`src/rtl/sample_mem_arbiter_if.sv`:
```
// Processor-side and RAM-side buses of the sample memory arbiter.
// The slave view is taken by the arbiter; the master view by the CPU/RAM environment.
interface sample_mem_arbiter_if;
   logic        cpu_mem_req;
   logic        cpu_we;
   logic [31:0] cpu_addr;
   logic [31:0] cpu_wdata;
   logic [31:0] cpu_rdata;
   logic        cpu_stall;
   logic        mem_we;
   logic [31:0] mem_addr;
   logic [31:0] mem_wdata;
   logic [31:0] mem_rdata;

   modport slave (
      input  cpu_mem_req, cpu_we, cpu_addr, cpu_wdata, mem_rdata,
      output cpu_rdata, cpu_stall, mem_we, mem_addr, mem_wdata
   );

   modport master (
      output cpu_mem_req, cpu_we, cpu_addr, cpu_wdata, mem_rdata,
      input  cpu_rdata, cpu_stall, mem_we, mem_addr, mem_wdata
   );
endinterface

```
`src/rtl/sample_mem_arbiter.sv`:
```
// Shares the data-RAM port between the CPU Memory stage and an audio sample reader,
// stealing idle cycles and freezing the pipeline for one cycle when the CPU hogs the port.
module sample_mem_arbiter #(
   parameter int          SAMPLE_DIV = 1134,
   parameter int          MAX_WAIT   = 4,
   parameter int          BUF_LEN    = 1024,
   parameter logic [31:0] BASE0      = 32'd0,
   parameter logic [31:0] BASE1      = 32'd1024
) (
   input  logic                       clk,
   input  logic                       rst,
   input  logic                       SongSelector,
   input  logic                       play_en,
   sample_mem_arbiter_if.slave        bus,
   output logic [31:0]                sample_out,
   output logic                       sample_valid
);

   localparam int TW = $clog2(SAMPLE_DIV);
   localparam int WW = $clog2(MAX_WAIT + 1);
   localparam int PW = $clog2(BUF_LEN);
   localparam logic [TW-1:0] TLAST = TW'(SAMPLE_DIV - 1);
   localparam logic [WW-1:0] WLAST = WW'(MAX_WAIT - 1);
   localparam logic [PW-1:0] PLAST = PW'(BUF_LEN - 1);

   typedef enum logic [1:0] {IDLE, PENDING, FORCE} state_t;

   state_t          state, state_nxt;
   logic [TW-1:0]   tcnt;
   logic [WW-1:0]   wcnt;
   logic [PW-1:0]   rd_ptr;
   logic [31:0]     base;
   logic            song_q;
   logic            tick;
   logic            grant;
   logic            song_switch;

   function automatic logic [PW-1:0] ptr_next(input logic [PW-1:0] p);
      return (p == PLAST) ? '0 : p + PW'(1);
   endfunction

   assign song_switch = (SongSelector != song_q);
   assign tick        = play_en && (tcnt == TLAST);
   assign grant       = ((state == PENDING) && !bus.cpu_mem_req) || (state == FORCE);

   always_ff @(posedge clk) begin
      if (rst) state <= IDLE;
      else     state <= state_nxt;
   end

   always_comb begin
      state_nxt = state;
      case (state)
         IDLE:    if (tick) state_nxt = PENDING;
         PENDING: begin
            if (!bus.cpu_mem_req)     state_nxt = IDLE;
            else if (wcnt == WLAST)   state_nxt = FORCE;
         end
         FORCE:   state_nxt = IDLE;
         default: state_nxt = IDLE;
      endcase
      // A song change abandons whatever request is in flight.
      if (song_switch) state_nxt = IDLE;
   end

   always_ff @(posedge clk) begin
      if (rst) begin
         tcnt         <= '0;
         wcnt         <= '0;
         rd_ptr       <= '0;
         song_q       <= SongSelector;
         base         <= SongSelector ? BASE1 : BASE0;
         sample_out   <= '0;
         sample_valid <= 1'b0;
      end else begin
         song_q       <= SongSelector;
         sample_valid <= 1'b0;
         if (song_switch) begin
            base   <= SongSelector ? BASE1 : BASE0;
            rd_ptr <= '0;
            tcnt   <= '0;
         end else begin
            if (!play_en || tcnt == TLAST) tcnt <= '0;
            else                           tcnt <= tcnt + TW'(1);
            if (grant) begin
               sample_out   <= bus.mem_rdata;
               sample_valid <= 1'b1;
               rd_ptr       <= ptr_next(rd_ptr);
            end
         end
         // Holding wcnt at zero outside PENDING makes every entry start from zero.
         if (state != PENDING)     wcnt <= '0;
         else if (bus.cpu_mem_req) wcnt <= wcnt + WW'(1);
      end
   end

   assign bus.cpu_stall = (state == FORCE);
   assign bus.cpu_rdata = bus.mem_rdata;
   assign bus.mem_we    = grant ? 1'b0 : bus.cpu_we;
   assign bus.mem_addr  = grant ? (base + 32'(rd_ptr)) : bus.cpu_addr;
   assign bus.mem_wdata = bus.cpu_wdata;

endmodule

```
`src/flat_wrapper.sv`:
```
// flat-port wrapper written by rule: the top's interface ports become plain ports
module sample_mem_arbiter_flat 
#(
   parameter int          SAMPLE_DIV = 1134,
   parameter int          MAX_WAIT   = 4,
   parameter int          BUF_LEN    = 1024,
   parameter logic [31:0] BASE0      = 32'd0,
   parameter logic [31:0] BASE1      = 32'd1024
)
  (clk, rst, SongSelector, play_en, sample_out, sample_valid, bus_cpu_mem_req, bus_cpu_we, bus_cpu_addr, bus_cpu_wdata, bus_mem_rdata, bus_cpu_rdata, bus_cpu_stall, bus_mem_we, bus_mem_addr, bus_mem_wdata);
  sample_mem_arbiter_if bus_i ();
  input  logic clk;
  input  logic rst;
  input  logic SongSelector;
  input  logic play_en;
  output logic [31:0] sample_out;
  output logic sample_valid;
  input wire logic [$bits(bus_i.cpu_mem_req)-1:0] bus_cpu_mem_req;
  input wire logic [$bits(bus_i.cpu_we)-1:0] bus_cpu_we;
  input wire logic [$bits(bus_i.cpu_addr)-1:0] bus_cpu_addr;
  input wire logic [$bits(bus_i.cpu_wdata)-1:0] bus_cpu_wdata;
  input wire logic [$bits(bus_i.mem_rdata)-1:0] bus_mem_rdata;
  output wire logic [$bits(bus_i.cpu_rdata)-1:0] bus_cpu_rdata;
  output wire logic [$bits(bus_i.cpu_stall)-1:0] bus_cpu_stall;
  output wire logic [$bits(bus_i.mem_we)-1:0] bus_mem_we;
  output wire logic [$bits(bus_i.mem_addr)-1:0] bus_mem_addr;
  output wire logic [$bits(bus_i.mem_wdata)-1:0] bus_mem_wdata;
  assign bus_i.cpu_mem_req = bus_cpu_mem_req;
  assign bus_i.cpu_we = bus_cpu_we;
  assign bus_i.cpu_addr = bus_cpu_addr;
  assign bus_i.cpu_wdata = bus_cpu_wdata;
  assign bus_i.mem_rdata = bus_mem_rdata;
  assign bus_cpu_rdata = bus_i.cpu_rdata;
  assign bus_cpu_stall = bus_i.cpu_stall;
  assign bus_mem_we = bus_i.mem_we;
  assign bus_mem_addr = bus_i.mem_addr;
  assign bus_mem_wdata = bus_i.mem_wdata;
  sample_mem_arbiter #(.SAMPLE_DIV(SAMPLE_DIV), .MAX_WAIT(MAX_WAIT), .BUF_LEN(BUF_LEN), .BASE0(BASE0), .BASE1(BASE1)) u_core (.clk(clk), .rst(rst), .SongSelector(SongSelector), .play_en(play_en), .bus(bus_i), .sample_out(sample_out), .sample_valid(sample_valid));
endmodule
```
`config.mk`:
```
export PLATFORM = sky130hd
export DESIGN_NAME = sample_mem_arbiter_flat
export DESIGN_NICKNAME = d
export VERILOG_FILES = /design/src/rtl/sample_mem_arbiter_if.sv /design/src/rtl/sample_mem_arbiter.sv /design/src/flat_wrapper.sv
export SDC_FILE = /design/constraint.sdc
export NUM_CORES = 1
export LEC_CHECK = 0
export ABC_AREA = 0
export CAP_MARGIN = 20
export CORE_AREA = 2 2 95 97
export CTS_BUF_LIST = sky130_fd_sc_hd__clkbuf_8
export DETAILED_ROUTE_END_ITERATION = 7
export DIE_AREA = 0 0 97 99
export MAX_ROUTING_LAYER = met4
export PLACE_DENSITY = 0.94
export SLEW_MARGIN = 20
export SYNTH_ARGS = -nofsm -noshare
export SYNTH_HDL_FRONTEND = slang
export SYNTH_SLANG_ARGS = --single-unit
```
`constraint.sdc`:
```
create_clock -name clk -period 2.73 [get_ports clk]
set_input_delay 0.273 -clock clk [delete_from_list [all_inputs] [get_ports clk]]
set_output_delay 0.273 -clock clk [all_outputs]
set_load 0.02 [all_outputs]
```
Word level (Yosys, flattened, before mapping):

Index checks and enable logic that the tools add are counted.

* register bits: 92
* input port bits: 102
* output and inout port bits: 131

* add/sub/neg operators: 4
* equal/unequal tests: 9
* muxes and demuxes: 11
* bitwise operators: 1
* reduce and logical (&&, ||, !) cells: 13

Operators by type and width (count)
* 32-bit 2-to-1 mux: 3
* 32-bit by 10-bit adder with 32-bit output: 1
* 11-bit by 1-bit adder with 11-bit output, second input constant: 1
* 11-bit equality test, second input constant: 1
* 11-bit 2-to-1 mux: 1
* 10-bit by 1-bit adder with 10-bit output, second input constant: 1
* 10-bit equality test, second input constant: 1
* 10-bit 2-to-1 mux: 1
* 2-bit 2-to-1 mux: 3
* 2-bit by 1-bit != test with 1-bit output, second input constant: 2
* 2-bit case mux with 2 select lines: 1
* 2-bit AND reduction: 2
* 2-bit OR reduction: 2
* 3-bit by 1-bit adder with 3-bit output, second input constant: 1
* 3-bit by 2-bit equality test with 1-bit output, second input constant: 1
* 3-bit != test, second input constant: 1
* 3-bit OR reduction: 1
* 2-bit by 1-bit equality test with 1-bit output, second input constant: 1
* 2-bit equality test, second input constant: 1
* 1-bit logical AND: 2
* 1-bit zero test: 2
* 2-bit zero test: 1
* 1-bit logical OR: 2
* 1-bit 2-to-1 mux: 2
* other kinds (3): 3

Longest topological paths before layout:

* depth after elaboration: 4
* mapped depth: 7

Worst setup path after synthesis:

No wires, ideal clock.

* path kind: reg2out
* from: register u_core.state[0]
* to: output port bus_mem_addr[10]
* data arrival time: 1.721 ns
* path slack: 0.736 ns
* cell stages (with the launch flop): 7
* cell sequence: dfxtp_1 nand2b_1 buf_2 inv_2 nor2_1 buf_2 mux2_2

* elaborated cells on any way between the ends: 5

RTL lines
* start, declared: RTL line sample_mem_arbiter.sv:28 `state_t state, state_nxt;`
* start signal, assigned: RTL line sample_mem_arbiter.sv:48 `else state <= state_nxt;`
* 2-bit equality test
* net bus_cpu_stall: RTL line flat_wrapper.sv:24 `output wire logic [$bits(bus_i.cpu_stall)-1:0] bus_cpu_stall;`
* 1-bit logical OR: RTL line sample_mem_arbiter.sv:44 `assign grant = ((state == PENDING) && !bus.cpu_mem_req) || (state == FORCE);`
* 32-bit 2-to-1 mux: RTL line sample_mem_arbiter.sv:100 `assign bus.mem_addr = grant ? (base + 32'(rd_ptr)) : bus.cpu_addr;`
* end, declared: RTL line flat_wrapper.sv:26 `output wire logic [$bits(bus_i.mem_addr)-1:0] bus_mem_addr;`

The timed path passes the listed nets, and every way through them passes these cells.

Worst setup path after layout:

* from: register u_core.state[0]
* to: output port bus_mem_addr[1]

* cells in the longest elaborated chain, start to end: 4
* elaborated cells on any way between the ends: 5

Ends and longest elaborated chain (RTL line)
* 2-bit by 1-bit equality test with 1-bit output: sample_mem_arbiter.sv:44
* 1-bit logical AND: sample_mem_arbiter.sv:44
* 1-bit logical OR *: sample_mem_arbiter.sv:44
* 32-bit 2-to-1 mux *: sample_mem_arbiter.sv:100

Mark *: on every way between the ends. The rest lies on a longest branch, timed or not.

==> results_dict.tcl <==
set metrics [dict create \
    antenna_found_initial 0 \
    cts_max_level 3 \
    holdWs_ps 452 \
    finalMaxSlewViolations 0 \
    synth_warnings 0 \
    critPathRequiredTime_ps 2460 \
    arrival_ps 2270 \
    cts_setup_buffers 0 \
    cts-root-to-sink-buffers 2 \
    timing_worst_setup_path_type "register to output port" \
    start_util_pct 37.1 \
    cts_hold_buffers 0 \
    ant_nets 0 \
    fmax_mhz 393 \
    transition_time_at_the_pin_with_the_least_slew_margin_ps 512 \
    tritoncts.num_buffers 9 \
    clock_latency_ps 330 \
    result_of_the_run "finished clean" \
    met2_usage_grt_pct 32.6 \
    critical_path.reg2reg.startpoint "u_core.state[0]$_SDFFE_PP0P_" \
    drt_drc_violations_left 0 \
    std_cell_rows 34 \
    worst-r2r-setup-slack_ps 710 \
    fraction_of_layout_instances_using_a_drive_strength_above_1_pct 8.59 \
    grt_first_pass_wirelength_microns 13800 \
    synth_compound_area_share_pct 9.03 \
    synth-seq-area-share_pct 38.8 \
    worst_setup_path_start_kind "register" \
    die-area_sq_mm 0.00960 \
    timing.hold.worst_endpoint "u_core.sample_out[12]$_SDFFE_PP0P_" \
    syn2layout_area_growth_pct 47.1 \
    critPathCaptureType "output port" \
    finalSetupTns_ps 0 \
    cap_violations 0 \
    number_of_enable_type_register_cells_in_the_synthesized_netlist 1 \
    routed_wire_length_per_instance_microns 14.9 \
    post-route-min-period_ps 2540 \
    total_power_consumption_mw 1.96 \
    tritoncts_clock_tree "done" \
    via_per_inst 4.93 \
    grt_remaining_overflow 0 \
    rsz0062_at_grt "no" \
    syn-cell-area_sq_mm 0.00317 \
    postSynthRegisterBits 61 \
    post_synth_cell_types 38 \
    dieHeight_microns 99 \
    grt_use_met1_pct 18.9 \
    num-nets-final 591 \
    antenna_cells 0 \
    post_synth_inst_count 381 \
    global_route.peak_usage_layer "met2" \
    timing.final.crit_share_pct 93.2 \
    peak_supply_drop_mv 0.271 \
    yosys_most_used_dff "sky130_fd_sc_hd__dfxtp_1" \
    hp-start "u_core.sample_out[12]$_SDFFE_PP0P_" \
    setup_viol 0 \
    worst_r2r_endpoint "u_core.sample_out[1]$_SDFFE_PP0P_" \
    fp.dieW_microns 97 \
    synth_fp_nets 488 \
    synth_adder_area_share_pct 1.97 \
    report.final.hold_viol_count 0 \
    post_detail_place_hpwl_microns 6770 \
    worst_setup_hold_path_clk_slew_ps 70 \
    track_usage_pct 18.2 \
    drt-pass1-iter-count 4 \
    root_buffer "sky130_fd_sc_hd__clkbuf_8" \
    min_path_cells 2 \
    core-area_sq_mm 0.00855 \
    synth_top_family_by_area "simple AND/OR/NAND/NOR gates" \
    first_global_vias 2932 \
    holdCritPathClass "register to register" \
    synthXorXnorAreaFrac_pct 5.52 \
    power.density_mw_per_mm2 421 \
    leakage_nw 1.65 \
    grt_max_degree 34 \
    synth.area.mux_share_pct 4.22 \
    drt-initial-drc-count 69 \
    grt_util_met3_pct 6.10 \
    placement.io_buffers 168 \
    synth_simple_gate_area_share_pct 22.0 \
    timing.clock.skew_ps 12.0 \
    route.vias.total 2944 \
    place_congestion 0.831 \
    r2r_cells 5 \
    ios 233 \
    worst_slew_margin_rel_pct 65.5 \
    timing.critical_path.fanout_max 15 \
    cts_num_sinks 61 \
    cts-resized-gates 0 \
    asyncSetResetFlopFracSynth_pct 0 \
    synthesis.area_per_instance_sq_um 8.33 \
    postRouteWirelength_microns 8920 \
]
-- synth_stat cells (2+ instances only) --
master	n	share of area [%]
sky130_fd_sc_hd__and4_1	3	0.83
sky130_fd_sc_hd__xor2_1	11	3.0
sky130_fd_sc_hd__nand2_1	70	8.3
sky130_fd_sc_hd__nor2_1	28	3.3
sky130_fd_sc_hd__o211ai_1	2	0.47
sky130_fd_sc_hd__ha_1	5	2.0
sky130_fd_sc_hd__mux2_2	11	3.9
sky130_fd_sc_hd__clkbuf_1	13	1.5
sky130_fd_sc_hd__dfxtp_1	60	38
sky130_fd_sc_hd__or3_1	2	0.39
sky130_fd_sc_hd__o2111ai_1	2	0.55
sky130_fd_sc_hd__buf_4	67	16
sky130_fd_sc_hd__or3b_2	3	0.83
sky130_fd_sc_hd__buf_2	3	0.47
sky130_fd_sc_hd__xnor2_1	9	2.5
sky130_fd_sc_hd__inv_1	3	0.35
sky130_fd_sc_hd__a21oi_1	34	5.4
sky130_fd_sc_hd__nand3_1	5	0.79
sky130_fd_sc_hd__nand4b_1	2	0.55
sky130_fd_sc_hd__nand4_1	3	0.59
sky130_fd_sc_hd__and3_1	23	4.5
sky130_fd_sc_hd__a211oi_1	3	0.71
sky130_fd_sc_hd__o21ai_0	2	0.32
sky130_fd_sc_hd__nor3_1	3	0.47
-- cells by family after synthesis --
| logic type | count (synthesis) |
|---|---|
| and+or+nand+nor | 147 |
| DFF | 61 |
| AOI/OAI and AO/OA | 48 |
| xor gates and xnor gates | 20 |
| buffers and inverters | 88 |
| adders and majority gates | 5 |
| muxes | 12 |
-- cell usage in the layout (no fill, tap or decap), drive strengths merged, types with 2 or more instances in the layout --
| cell | n |
|---|---|
| clkdlybuf4s50 | 168 |
| nand2 | 70 |
| dfxtp | 60 |
| a21oi | 35 |
| nor2 | 28 |
| and3 | 23 |
| clkbuf | 12 |
| mux2 | 11 |
| xor2 | 11 |
| xnor2 | 9 |
| buf | 7 |
| nand3 | 5 |
| ha | 5 |
| inv | 5 |
| or3b | 4 |
| a211oi | 4 |
| nand4 | 3 |
| nor3 | 3 |
| and4 | 3 |
| o21ai | 3 |
| nand4b | 2 |
| or3 | 2 |
| o2111ai | 2 |
| o211ai | 2 |
| clkinvlp | 2 |
| clkinv | 2 |
-- per-stage QoR --
stage	instances	util [%]	area (sq um)	setup WS, ps
after floorplan	381	-	3170	736
after global placement	581	52.4	4480	240
after detailed placement	581	52.4	4480	176
after CTS	597	54.6	4670	175
after global routing	597	54.6	4670	63.4
final	597	54.6	4670	186
-- report_power, final --
| part | leakage (nW) | internal (mW) | switching, mW |
|---|---|---|---|
| clock network | 0.0958 | 0.399 | 0.343 |
| logic | 1.06 | 0.189 | 0.135 |
| registers | 0.494 | 0.895 | 0.00213 |
-- how the worst max path moves through the flow --
stage                                            start  cells past startpoint                to
final                     u_core.state[0]$_SDFFE_PP0P_                      6   bus_mem_addr[1]
after global routing      u_core.state[0]$_SDFFE_PP0P_                      6   bus_mem_addr[1]
after CTS                 u_core.state[0]$_SDFFE_PP0P_                      6   bus_mem_addr[1]
after detailed placement               bus_cpu_mem_req                      4  bus_mem_addr[23]
after global placement                 bus_cpu_mem_req                      4  bus_mem_addr[29]
after floorplan           u_core.state[0]$_SDFFE_PP0P_                      6  bus_mem_addr[10]
-- sequential cells by signal, indices dropped and copies added (netlist names) --
name / count
u_core.sample_out: 32
u_core.base: 1
u_core.tcnt: 11
u_core.sample_valid: 1
u_core.song_q: 1
u_core.state: 2
u_core.rd_ptr: 10
u_core.wcnt: 3
-- critical path, stage by stage (launching register included) --
cell and delay, ps:
sky130_fd_sc_hd__dfxtp_1 410, sky130_fd_sc_hd__nand2b_1 170, sky130_fd_sc_hd__inv_2 100, sky130_fd_sc_hd__nor2_1 110, sky130_fd_sc_hd__buf_4 220, sky130_fd_sc_hd__mux2_2 370, sky130_fd_sc_hd__clkdlybuf4s50_1 550
-- final cells by class --
cell class	instances	area (sq um)
clock buffer	12	165
clock inverter	4	23.8
fill	783	3880
inverter	5	18.8
multi-input combinational	232	1360
sequential	61	1230
tap	108	135
timing repair buffer	175	1730
-- layer usage --
| metal | wire length (microns) | part of all wire [%] |
|---|---|---|
| met1 | 3480 | 39 |
| met2 | 4650 | 52 |
| met3 | 703 | 7.9 |
| met4 | 91 | 1.0 |
| met5 | 0 | 0 |
Note: power is estimated with default switching activity, not from simulation.
==> patch, RTL diff (config.mk and constraints unchanged) <==
`MAX_WAIT` is set to 4 in 2 places; all go to 8.
--- a/src/rtl/sample_mem_arbiter.sv
+++ b/src/rtl/sample_mem_arbiter.sv
@@ -2,7 +2,7 @@
 // stealing idle cycles and freezing the pipeline for one cycle when the CPU hogs the port.
 module sample_mem_arbiter #(
    parameter int          SAMPLE_DIV = 1134,
-   parameter int          MAX_WAIT   = 4,
+   parameter int          MAX_WAIT   = 8,
    parameter int          BUF_LEN    = 1024,
    parameter logic [31:0] BASE0      = 32'd0,
    parameter logic [31:0] BASE1      = 32'd1024
--- a/src/flat_wrapper.sv
+++ b/src/flat_wrapper.sv
@@ -2,7 +2,7 @@
 module sample_mem_arbiter_flat 
 #(
    parameter int          SAMPLE_DIV = 1134,
-   parameter int          MAX_WAIT   = 4,
+   parameter int          MAX_WAIT   = 8,
    parameter int          BUF_LEN    = 1024,
    parameter logic [31:0] BASE0      = 32'd0,
    parameter logic [31:0] BASE1      = 32'd1024
Check against the original RTL: same outputs for any inputs over 4 cycles, from zero or initial values and one cycle with rst high; that may be too few to reach the edited logic, so the function may still have changed.
==> patch against the original RTL <==
- synthesized area rose by 3.3%
- setup slack got worse by 27 ps
- critical path depth fell by 1
- first-iteration DRC count fell by 1.4%
- via count rose by 2.2%
- synthesized cell count rose by 1.6%
- sequential power rose by 2%
- design area rose by 2.4%
- wire length rose by 3.7%
- sequential cell count rose by 1
- power rose by 5.5%
- utilization rose by 1.3 points
- fmax fell by 1.1%
- critical path type unchanged
- largest power group unchanged
==> patch: results <==
{
  "status": "finished, final reports clean",
  "hold_end": "u_core.sample_out[25]$_SDFFE_PP0P_",
  "skew_ps": 10.26,
  "synth_warnings": 0,
  "cts_resized": 1,
  "hpwl_um": 7144,
  "use_met1_pct": 19.71,
  "min_from": "u_core.sample_out[25]$_SDFFE_PP0P_",
  "seq_area_frac_synth_pct": 38.18,
  "grtUsageMet3_pct": 5.532,
  "peakVddDrop_uv": 346.5,
  "worst_pin_slew_ps": 472.1,
  "hp-class": "reg2reg",
  "cp_max_fo": 15,
  "grt_usage_pct": 19.18,
  "synthArstFlopShare_pct": 0,
  "synth_ff_type": "dfxtp_1",
  "reg2reg_to": "u_core.sample_out[12]$_SDFFE_PP0P_",
  "dpl_cell_area_sq_um": 4566,
  "rr_worst_depth": 6,
  "diodes": 0,
  "cp_top_family": "buffers and inverters",
  "route.met3.wl_um": 694,
  "syn_nets": 493,
  "netlist_instances": 387,
  "internal_power_w": 0.001569,
  "viasPerCell": 4.980,
  "drive_gt1_share_pct": 8.871,
  "grt_max_degree": 35,
  "met1_length_um": 3581,
  "combPwrFrac_pct": 15.6,
  "post_cts_buffers": 0,
  "critical_path.endpoint": "bus_mem_addr[8]",
  "finalNonFillerCells": 604,
  "ys_types": 38,
  "clk_path_buf_depth": 2,
  "top_layer": "met4",
  "synth_area_leaders": "dfxtp_1, buf_4, nand2_1",
  "dp.cells": 588,
  "arrival_ps": 2300,
  "nFillCells": 747,
  "grt-busiest-layer": "met2",
  "detail_route.wl_per_cell_um": 15.31,
  "grt_pass1_wl_um": 14480,
  "top_regs": "u_core.sample_out x32, u_core.tcnt x11, u_core.rd_ptr x10",
  "finalNetCount": 597,
  "hold_ws_ps": 457.2,
  "dpl_worst_slack_ps": -87.13,
  "pg_seq_w": 0.000912,
  "p_comb_w": 0.000323,
  "p_leak_nw": 1.685,
  "grt_pass1_vias": 3023,
  "synth_commonest_cells": "nand2_1, buf_4, dfxtp_1",
  "place_congestion": 0.8477,
  "route.met2.wl_um": 4752,
  "dr.first_iter.drc_count": 68,
  "largest_reg_flops": 32,
  "r2r_slack_ps": 840,
  "fin_crit_ps": 2571,
  "met2_usage_pct": 34.13
}
[patch: cell count changes after synthesis, sizes merged, moves of 2 or more]
| cell | before | now |
|---|---|---|
| a211oi | 4 | 2 |
| buf | 70 | 72 |
| clkbuf | 13 | 11 |
| nand2 | 70 | 73 |
| or3b | 4 | 2 |
| xor2 | 11 | 13 |
[patch: logic make-up after synthesis]
group / after synthesis / share of synthesized area, %
AOI/OAI and AO/OA: 48 / 9.507
xor gates and xnor gates: 22 / 5.880
adders and majority gates: 4 / 1.527
buffers and inverters: 87 / 18.79
DFF: 62 / 38.18
muxes: 12 / 4.086
and+or+nand+nor: 152 / 22.03
[patch: layout make-up]
type	instances	area, sq um	area share (%)
clock inverter	5	57.56	1.204
sequential	62	1251	26.18
inverter	4	15.01	0.3141
tap	108	135.1	2.827
timing repair buffer	176	1754	36.70
clock buffer	11	151.4	3.168
multi-input combinational	238	1415	29.61
